File: src/rtl/mem_block_xfer.sv
`default_nettype none
// ============================================================================
//  Module      : mem_block_xfer
//  Description : Splits whole-block fill/writeback requests into word-serial
//                memory accesses and reassembles fill data into one line.
//  Revision    : 1.0 - initial release
// ============================================================================
module mem_block_xfer #(
    parameter int BLOCK_ADDR_W    = 20,
    parameter int WORDS_PER_BLOCK = 16,
    parameter int WORD_W          = 32,
    parameter int OFF_W           = $clog2(WORDS_PER_BLOCK)
) (
    input  logic                              clk,
    input  logic                              rst,
    input  logic                              req_valid,
    output logic                              req_ready,
    input  logic                              req_write,
    input  logic [BLOCK_ADDR_W-1:0]           req_block_addr,
    input  logic [WORDS_PER_BLOCK*WORD_W-1:0] req_wdata,
    output logic                              resp_valid,
    input  logic                              resp_ready,
    output logic [WORDS_PER_BLOCK*WORD_W-1:0] resp_rdata,
    output logic                              mem_req_valid,
    input  logic                              mem_req_ready,
    output logic                              mem_we,
    output logic [BLOCK_ADDR_W+OFF_W-1:0]     mem_addr,
    output logic [WORD_W-1:0]                 mem_wdata,
    input  logic                              mem_rvalid,
    input  logic [WORD_W-1:0]                 mem_rdata,
    output logic                              err
);

    localparam logic [1:0] c_st_idle = 2'd0;
    localparam logic [1:0] c_st_wr   = 2'd1;
    localparam logic [1:0] c_st_rd   = 2'd2;
    localparam logic [1:0] c_st_resp = 2'd3;

    localparam int               c_last_i  = WORDS_PER_BLOCK - 1;
    localparam int               c_words_i = WORDS_PER_BLOCK;
    localparam logic [OFF_W:0]   c_last    = c_last_i[OFF_W:0];
    localparam logic [OFF_W:0]   c_words   = c_words_i[OFF_W:0];

    logic [1:0]                       r_state;
    logic [1:0]                       w_next;
    logic [BLOCK_ADDR_W-1:0]          r_addr;
    logic [WORDS_PER_BLOCK*WORD_W-1:0] r_wbuf;
    logic [WORDS_PER_BLOCK*WORD_W-1:0] r_line;
    logic [OFF_W:0]                   r_issue_cnt;
    logic [OFF_W:0]                   r_ret_cnt;
    logic                             r_err;

    logic                             w_accept;
    logic                             w_issue;
    logic                             w_ret_ok;
    logic                             w_spur;
    logic [OFF_W-1:0]                 w_issue_idx;
    logic [OFF_W-1:0]                 w_ret_idx;

    assign w_issue_idx = r_issue_cnt[OFF_W-1:0];
    assign w_ret_idx   = r_ret_cnt[OFF_W-1:0];
    assign w_accept    = req_valid && req_ready;
    assign w_issue     = mem_req_valid && mem_req_ready;
    // A return is only legal while a fill has reads outstanding
    assign w_ret_ok    = (r_state == c_st_rd) && mem_rvalid && (r_issue_cnt != r_ret_cnt);
    assign w_spur      = mem_rvalid && !w_ret_ok;

    always_ff @(posedge clk or posedge rst) begin
        if (rst) begin
            r_state <= c_st_idle;
        end else begin
            r_state <= w_next;
        end
    end

    always_comb begin
        w_next        = r_state;
        req_ready     = 1'b0;
        resp_valid    = 1'b0;
        mem_req_valid = 1'b0;
        mem_we        = 1'b0;
        mem_addr      = '0;
        mem_wdata     = '0;
        case (r_state)
            c_st_idle: begin
                req_ready = 1'b1;
                if (req_valid) begin
                    w_next = req_write ? c_st_wr : c_st_rd;
                end
            end
            c_st_wr: begin
                mem_req_valid = 1'b1;
                mem_we        = 1'b1;
                mem_addr      = {r_addr, w_issue_idx};
                mem_wdata     = r_wbuf[w_issue_idx*WORD_W +: WORD_W];
                if (mem_req_ready && (r_issue_cnt == c_last)) begin
                    w_next = c_st_resp;
                end
            end
            c_st_rd: begin
                mem_req_valid = (r_issue_cnt != c_words);
                if (mem_req_valid) begin
                    mem_addr = {r_addr, w_issue_idx};
                end
                if (w_ret_ok && (r_ret_cnt == c_last)) begin
                    w_next = c_st_resp;
                end
            end
            c_st_resp: begin
                resp_valid = 1'b1;
                if (resp_ready) begin
                    w_next = c_st_idle;
                end
            end
            default: w_next = c_st_idle;
        endcase
    end

    always_ff @(posedge clk or posedge rst) begin
        if (rst) begin
            r_addr      <= '0;
            r_wbuf      <= '0;
            r_line      <= '0;
            r_issue_cnt <= '0;
            r_ret_cnt   <= '0;
        end else if (w_accept) begin
            // Line is cleared here so writebacks respond with all-zero data
            r_addr      <= req_block_addr;
            r_wbuf      <= req_wdata;
            r_line      <= '0;
            r_issue_cnt <= '0;
            r_ret_cnt   <= '0;
        end else begin
            if (w_issue) begin
                r_issue_cnt <= r_issue_cnt + 1'b1;
            end
            if (w_ret_ok) begin
                r_line[w_ret_idx*WORD_W +: WORD_W] <= mem_rdata;
                r_ret_cnt <= r_ret_cnt + 1'b1;
            end
        end
    end

    always_ff @(posedge clk or posedge rst) begin
        if (rst) begin
            r_err <= 1'b0;
        end else if (w_spur) begin
            r_err <= 1'b1;
        end
    end

    assign resp_rdata = r_line;
    assign err        = r_err;

endmodule
`default_nettype wire

File: config.mk
export PLATFORM = sky130hd
export DESIGN_NAME = mem_block_xfer
export DESIGN_NICKNAME = d
export VERILOG_FILES = /design/src/rtl/mem_block_xfer.sv
export SDC_FILE = /design/constraint.sdc
export NUM_CORES = 2
export LEC_CHECK = 0
export CORE_AREA = 2 2 446 448
export CTS_BUF_LIST = sky130_fd_sc_hd__clkbuf_8
export DETAILED_ROUTE_END_ITERATION = 8
export DIE_AREA = 0 0 448 450
export PLACE_DENSITY = 0.52
export SLEW_MARGIN = 20
export SYNTH_ARGS = -nofsm -noshare
export SYNTH_HDL_FRONTEND = slang
export SYNTH_SLANG_ARGS = --single-unit
File: constraint.sdc
create_clock -name clk -period 38.3 [get_ports clk]
set_clock_uncertainty 0.1 [all_clocks]
set_input_delay 7.66 -clock clk [delete_from_list [all_inputs] [get_ports clk]]
set_output_delay 7.66 -clock clk [all_outputs]
set_load 0.005 [all_outputs]
**After elaboration in Yosys (flattened, before gate mapping)**

Index checks and enable logic that the tools add are counted.

- $add $sub $neg: 3
- Muxes and demuxes: 20
- Shift operators: 3
- Reductions and logical operators: 12
- Equality and inequality tests: 11

Operator list:

| cell | number |
|---|---|
| 512-bit two-way mux | 2 |
| 512-bit bitwise mux | 1 |
| 32-bit by 34-bit variable shift with 512-bit output, first input constant | 1 |
| 32-bit by 34-bit indexed part select with 512-bit output | 1 |
| 512-bit by 10-bit indexed part select with 32-bit output | 1 |
| 24-bit one-hot mux with 2 select lines | 1 |
| 9-bit negation with 34-bit output | 1 |
| 32-bit two-way mux | 1 |
| 24-bit two-way mux | 1 |
| 5-bit two-way mux | 4 |
| 5-bit by 1-bit adder with 5-bit output, second input constant | 2 |
| 5-bit by 4-bit equality test with 1-bit output, second input constant | 2 |
| 2-bit two-way mux | 5 |
| 2-bit one-hot mux with 4 select lines | 1 |
| 1-bit logical AND | 7 |
| 2-bit inequality test, second input constant | 3 |
| 5-bit inequality test | 1 |
| 5-bit inequality test, second input constant | 1 |
| 2-bit equality test, second input constant | 2 |
| 4-bit AND reduction | 1 |
| 2-bit nonzero test | 2 |
| 1-bit two-way mux | 3 |
| 2-bit by 1-bit equality test with 1-bit output, second input constant | 1 |
| 2-bit logical NOT | 1 |
| 3 further kinds | 3 |

- Flip-flop bits (word level): 1057
- Bits of input ports: 571

**Longest topological paths before layout**

- Depth after elaboration: 6
- Mapped depth: 11

**Worst setup path after synthesis**

OpenSTA, ideal clock, no wires.

- Path type: flip-flop to output port
- Start: reg r_issue_cnt[1]
- End: out mem_addr[12]
- Arrival: 2139 ps
- Cell stages (with the launch flop): 10
- Required time: 30540 ps
- Setup slack: 28401 ps
- Path buffers: 4
- Path through: dfrtp_1 > clkbuf_1 > clkbuf_1 > clkbuf_1 > inv_1 > ha_1 > nor4bb_1 > o21bai_1 > clkbuf_1 > and3_1

- Word-level cells in the longest chain between the ends: 3

Ends and longest elaborated chain:

| item | line | text |
|---|---|---|
| start: declaration | 49 | `logic [OFF_W:0] r_issue_cnt;` |
| start signal: assignment | 135 | `r_issue_cnt <= r_issue_cnt + 1'b1;` |
| 5-bit inequality test | 101 | `mem_req_valid = (r_issue_cnt != c_words);` |
| 24-bit two-way mux | 102 | `if (mem_req_valid) begin` |
| 24-bit one-hot mux with 2 select lines | 84 | `case (r_state)` |
| end: declaration | 27 | `output logic [BLOCK_ADDR_W+OFF_W-1:0] mem_addr,` |

Every way passes these cells.

==> impl_results.md <==
- Run status: complete, no violations
- Register-to-register path setup slack: 33240 ps
- Layer carrying the most global-route usage: met2
- Unique masters post-synth: 54
- Setup violations, final: 0
- Cell chosen for the clock root: sky130_fd_sc_hd__clkbuf_8
- Flip-flop and latch count after synthesis: 1057
- Overflow after GRT: 0
- Hold Fails Final Rpt: 0
- Layout area overhead: 41.3%
- DRT iter0 DRCs: 2367
- Synthesized area divided by synthesized cell count: 9.94 sq um
- CTS sink count: ~1.1k
- Global routing met1 resource utilization: between 20% and 30%
- Tcrit/Tclk final: 34.5%
- Number of buffers inserted during clock tree synthesis: 188
- Flop pwr share: between 30% and 40%
- Total power divided by cell area: 62.9 mW/mm^2
- Area share of the largest cell type after synthesis: 59.6%
- Post-synth net total: 5044
- Initial antenna violation count: 36
- Fraction of final layout cells with drive strength greater than 1: a little under a tenth
- Cell row count: 163
- Multi-input logic area: 0.0166 sq mm
- Layout filler cell count: 20.6k
- Worst Tran Pin Value: 1140 ps
- Routed length per instance: 23.2 um
- Area of all placed cells without fillers: 0.0627 sq mm
- Internal portion of total power: roughly 2.5 mW
- EDFF count, synth: 0
- Number of detailed-route iterations in the first pass: 7
- Max H-tree Level: 4
- Pin count of the biggest net entering global routing: 170
- GR Layer Usage met3: 4.14%
- First-pass GRT wire length: 275000 um
- Minimum setup slack after placement: 23870 ps
- Area post-placement: between 0.05 and 0.06 sq mm
- Final total negative setup slack: 0 ps
- Data required, critical path: 39140 ps
- Clock network latency to the later pin of the worst-skew pair: about 950 ps
- Switch Pwr: 1.43 mW
- Overall routed net length: slightly below 200000 um
- Number of gates resized after CTS: 0
- Share of flip-flops with an asynchronous set or reset: 100%
- Total routing resource utilization after global routing: 18.7%
- Worst R2R Path Depth: 10
- Met2 track demand over resource: 33.5%
- Number of cells on the worst hold path: 2
- TritonCTS clock tree: done
- Per-cell via count in the routed design: between 4 and 5
- Critical path's largest stage delay: about 910 ps
- Register cell area after layout: 0.0265 sq mm
- Final Max Slew Viols: 0
- Data arrival at the endpoint of the critical path: 14050 ps
- HPWL after detailed placement: 138000 um
- Ys flop type: sky130_fd_sc_hd__dfrtp_1
- Post-layout nets: 6126
- Post-route DRC violation count: 0
- Number of standard cells after synthesis: 4462
- Combinational share of power: 32.4%
- Least setup slack across all paths after layout: 25090 ps
- Proportion of power drawn by the clock network: ~28%
- Crit Path Category: input pin to async pin
- Hold_ws: 368 ps
- Cells traversed along the worst timing path: clkdlybuf4s50_1 > inv_8 > buf_4 > buf_12 > buf_4 > buf_4 > buf_4 > buf_4
- Yosys warnings: 0
- Count of maximum capacitance violations: 0
- CTS clk-pin slew, worst paths: around 50 ps
- Most frequent CP cell: sky130_fd_sc_hd__buf_4
- Setup crit start kind: input pin
- Number of port buffers: 1143
- Die Span Y: 450 um
- Switching share of power: between 30% and 40%
- Classification of the worst-slack hold path: flop to flop
- Area contributors post-synth: sky130_fd_sc_hd__dfrtp_1 (60%), sky130_fd_sc_hd__nand2_1 (17%), sky130_fd_sc_hd__mux4_2 (6.5%)
- Worst Path Max Fanout: 146
- Number of buffers on the longest clock path: 3
- Final critical path time including I/O delays and setup: 13210 ps
- Biggest area consumer among synthesized cells: sky130_fd_sc_hd__dfrtp_1
- Number of setup buffers added after CTS: 0
- Peak supply drop: ~43 uV
- Initial cell density of the core: a little under a quarter
- Max Freq: 0.0757 GHz
- Total power: ~3.9 mW
- Final Wtd Congestion: around 0.83
- Antenna Nets Post-Route: 0
- Die span in x: between 400 and 500 um
- Relative slew slack: 23.7%
- Number of top-level pins: approximately 1.1k
- Number of global-route vias before repair: 38.5k
- Netlist area before placement: 0.0444 sq mm
- Vias: 37.2k
- Floorplan die area: 0.202 sq mm
- Critical-path top delay cell: sky130_fd_sc_hd__buf_4
- Static leakage: 28.9 nW
- Core box area: 0.197 sq mm
- Setup repair after global routing missed its margin: false
- Critical path capture point type: async pin
- Hold buffer count at CTS: 0
- Sequential fraction of the synthesis area: about three fifths
layer usage:
layer / share of wire [%] / vias to the layer above / routed length (um)
li1: - / 16979 / -
met1: 37 / 18651 / 72000
met2: 52 / 1267 / 101000
met3: 6.1 / 309 / 11900
met4: 4.4 / 16 / 8430
met5: 0.048 / - / 92
layout make-up:
class	count	share of cell area, %
flip-flops and latches	1057	42.2
inverters	18	0.124
well taps	2640	5.27
clock inverters	93	1.02
multi-input cells	3038	26.6
diodes	27	0.108
clock buffers	235	5.16
repair buffers	1241	19.5
kinds of logic (layout without fill, tap and decap cells):
logic type / count (synthesis) / after routing / share of synthesized area, %
buffers and inverters: 367 / 1587 / 3.30
xor gates and xnor gates: 13 / 13 / 0.257
DFF: 1057 / 1057 / 59.6
other: 0 / 27 / 0
AOI/OAI and AO/OA: 587 / 587 / 8.67
muxes: 195 / 195 / 8.01
adders and majority gates: 11 / 11 / 0.310
and+or+nand+nor: 2232 / 2232 / 19.8
synthesized netlist by cell type (all sizes together), types with 3 or more instances:
| cell | n |
|---|---|
| o21ai | 169 |
| dfrtp | 1057 |
| and3 | 25 |
| o2111ai | 3 |
| nor3 | 5 |
| buf | 88 |
| a21oi | 166 |
| mux2i | 67 |
| ha | 11 |
| a22o | 190 |
| xnor2 | 11 |
| o211a | 4 |
| nand2 | 1995 |
| and2 | 6 |
| mux4 | 128 |
| clkbuf | 261 |
| o211ai | 7 |
| nand3 | 166 |
| nor2 | 17 |
| a211oi | 6 |
| nor4 | 4 |
| o22ai | 32 |
| inv | 17 |
layout by cell type, fill, tap and decap left out, drive strengths merged, types with 2 or more instances in the layout:
| cell type | count |
|---|---|
| o211ai | 7 |
| mux2i | 67 |
| ha | 11 |
| and3 | 25 |
| o21ai | 169 |
| o22ai | 32 |
| clkinvlp | 3 |
| dfrtp | 1057 |
| inv | 81 |
| xor2 | 2 |
| a21oi | 166 |
| buf | 98 |
| nand2b | 2 |
| and2 | 6 |
| nor4 | 4 |
| or3 | 2 |
| nand3b | 2 |
| clkinv | 21 |
| o21bai | 2 |
| nor3 | 5 |
| o2111ai | 3 |
| a31oi | 2 |
| a211oi | 6 |
| xnor2 | 11 |
| clkdlybuf4s50 | 1143 |
| nand3 | 166 |
| nand2 | 1995 |
| diode | 27 |
| nor2 | 17 |
| clkbuf | 235 |
| mux4 | 128 |
| nand4 | 2 |
| bufinv | 6 |
| a22o | 190 |
| o211a | 4 |
worst max-delay path: cells and delay by family:
kind | cells | cell delay [ps]
buffers and inverters | 8 | 5980
registers in the layout, summed over array words and instances (netlist names):
register     cells
r_issue_cnt      5
r_state          2
err              1
resp_rdata     512
r_ret_cnt        5
r_addr          20
r_wbuf         512
power groups by stage:
| stage | Clock [mW] | Combinational (mW) | Sequential, mW |
|---|---|---|---|
| final | 1.09 | 1.28 | 1.57 |
| after global routing | 1.17 | 1.41 | 1.60 |
| after CTS | 1.12 | 1.32 | 1.57 |
| after detailed placement | 0 | 1.31 | 1.59 |
| after global placement | 0 | 1.30 | 1.58 |
| after floorplan | 0 | 0.789 | 1.52 |
per-stage QoR:
stage / util (%) / instances
final: 31.9 / 8349
after global routing: 31.9 / 8341
after CTS: 31.8 / 8321
after detailed placement: 29.9 / 7993
after global placement: 29.9 / 7993
after floorplan: - / 4462
final timing paths:
path,startpoint,to
worst min register to register,r_wbuf[198],r_wbuf[198]
max in group clk,r_issue_cnt[0],mem_wdata[6]
min in group asynchronous,rst,r_addr[7]
worst max-delay path,rst,resp_rdata[99]
worst min-delay path,r_wbuf[198],r_wbuf[198]
worst max register to register,r_state[0],r_wbuf[221]
(Power assumes the default switching activity.)
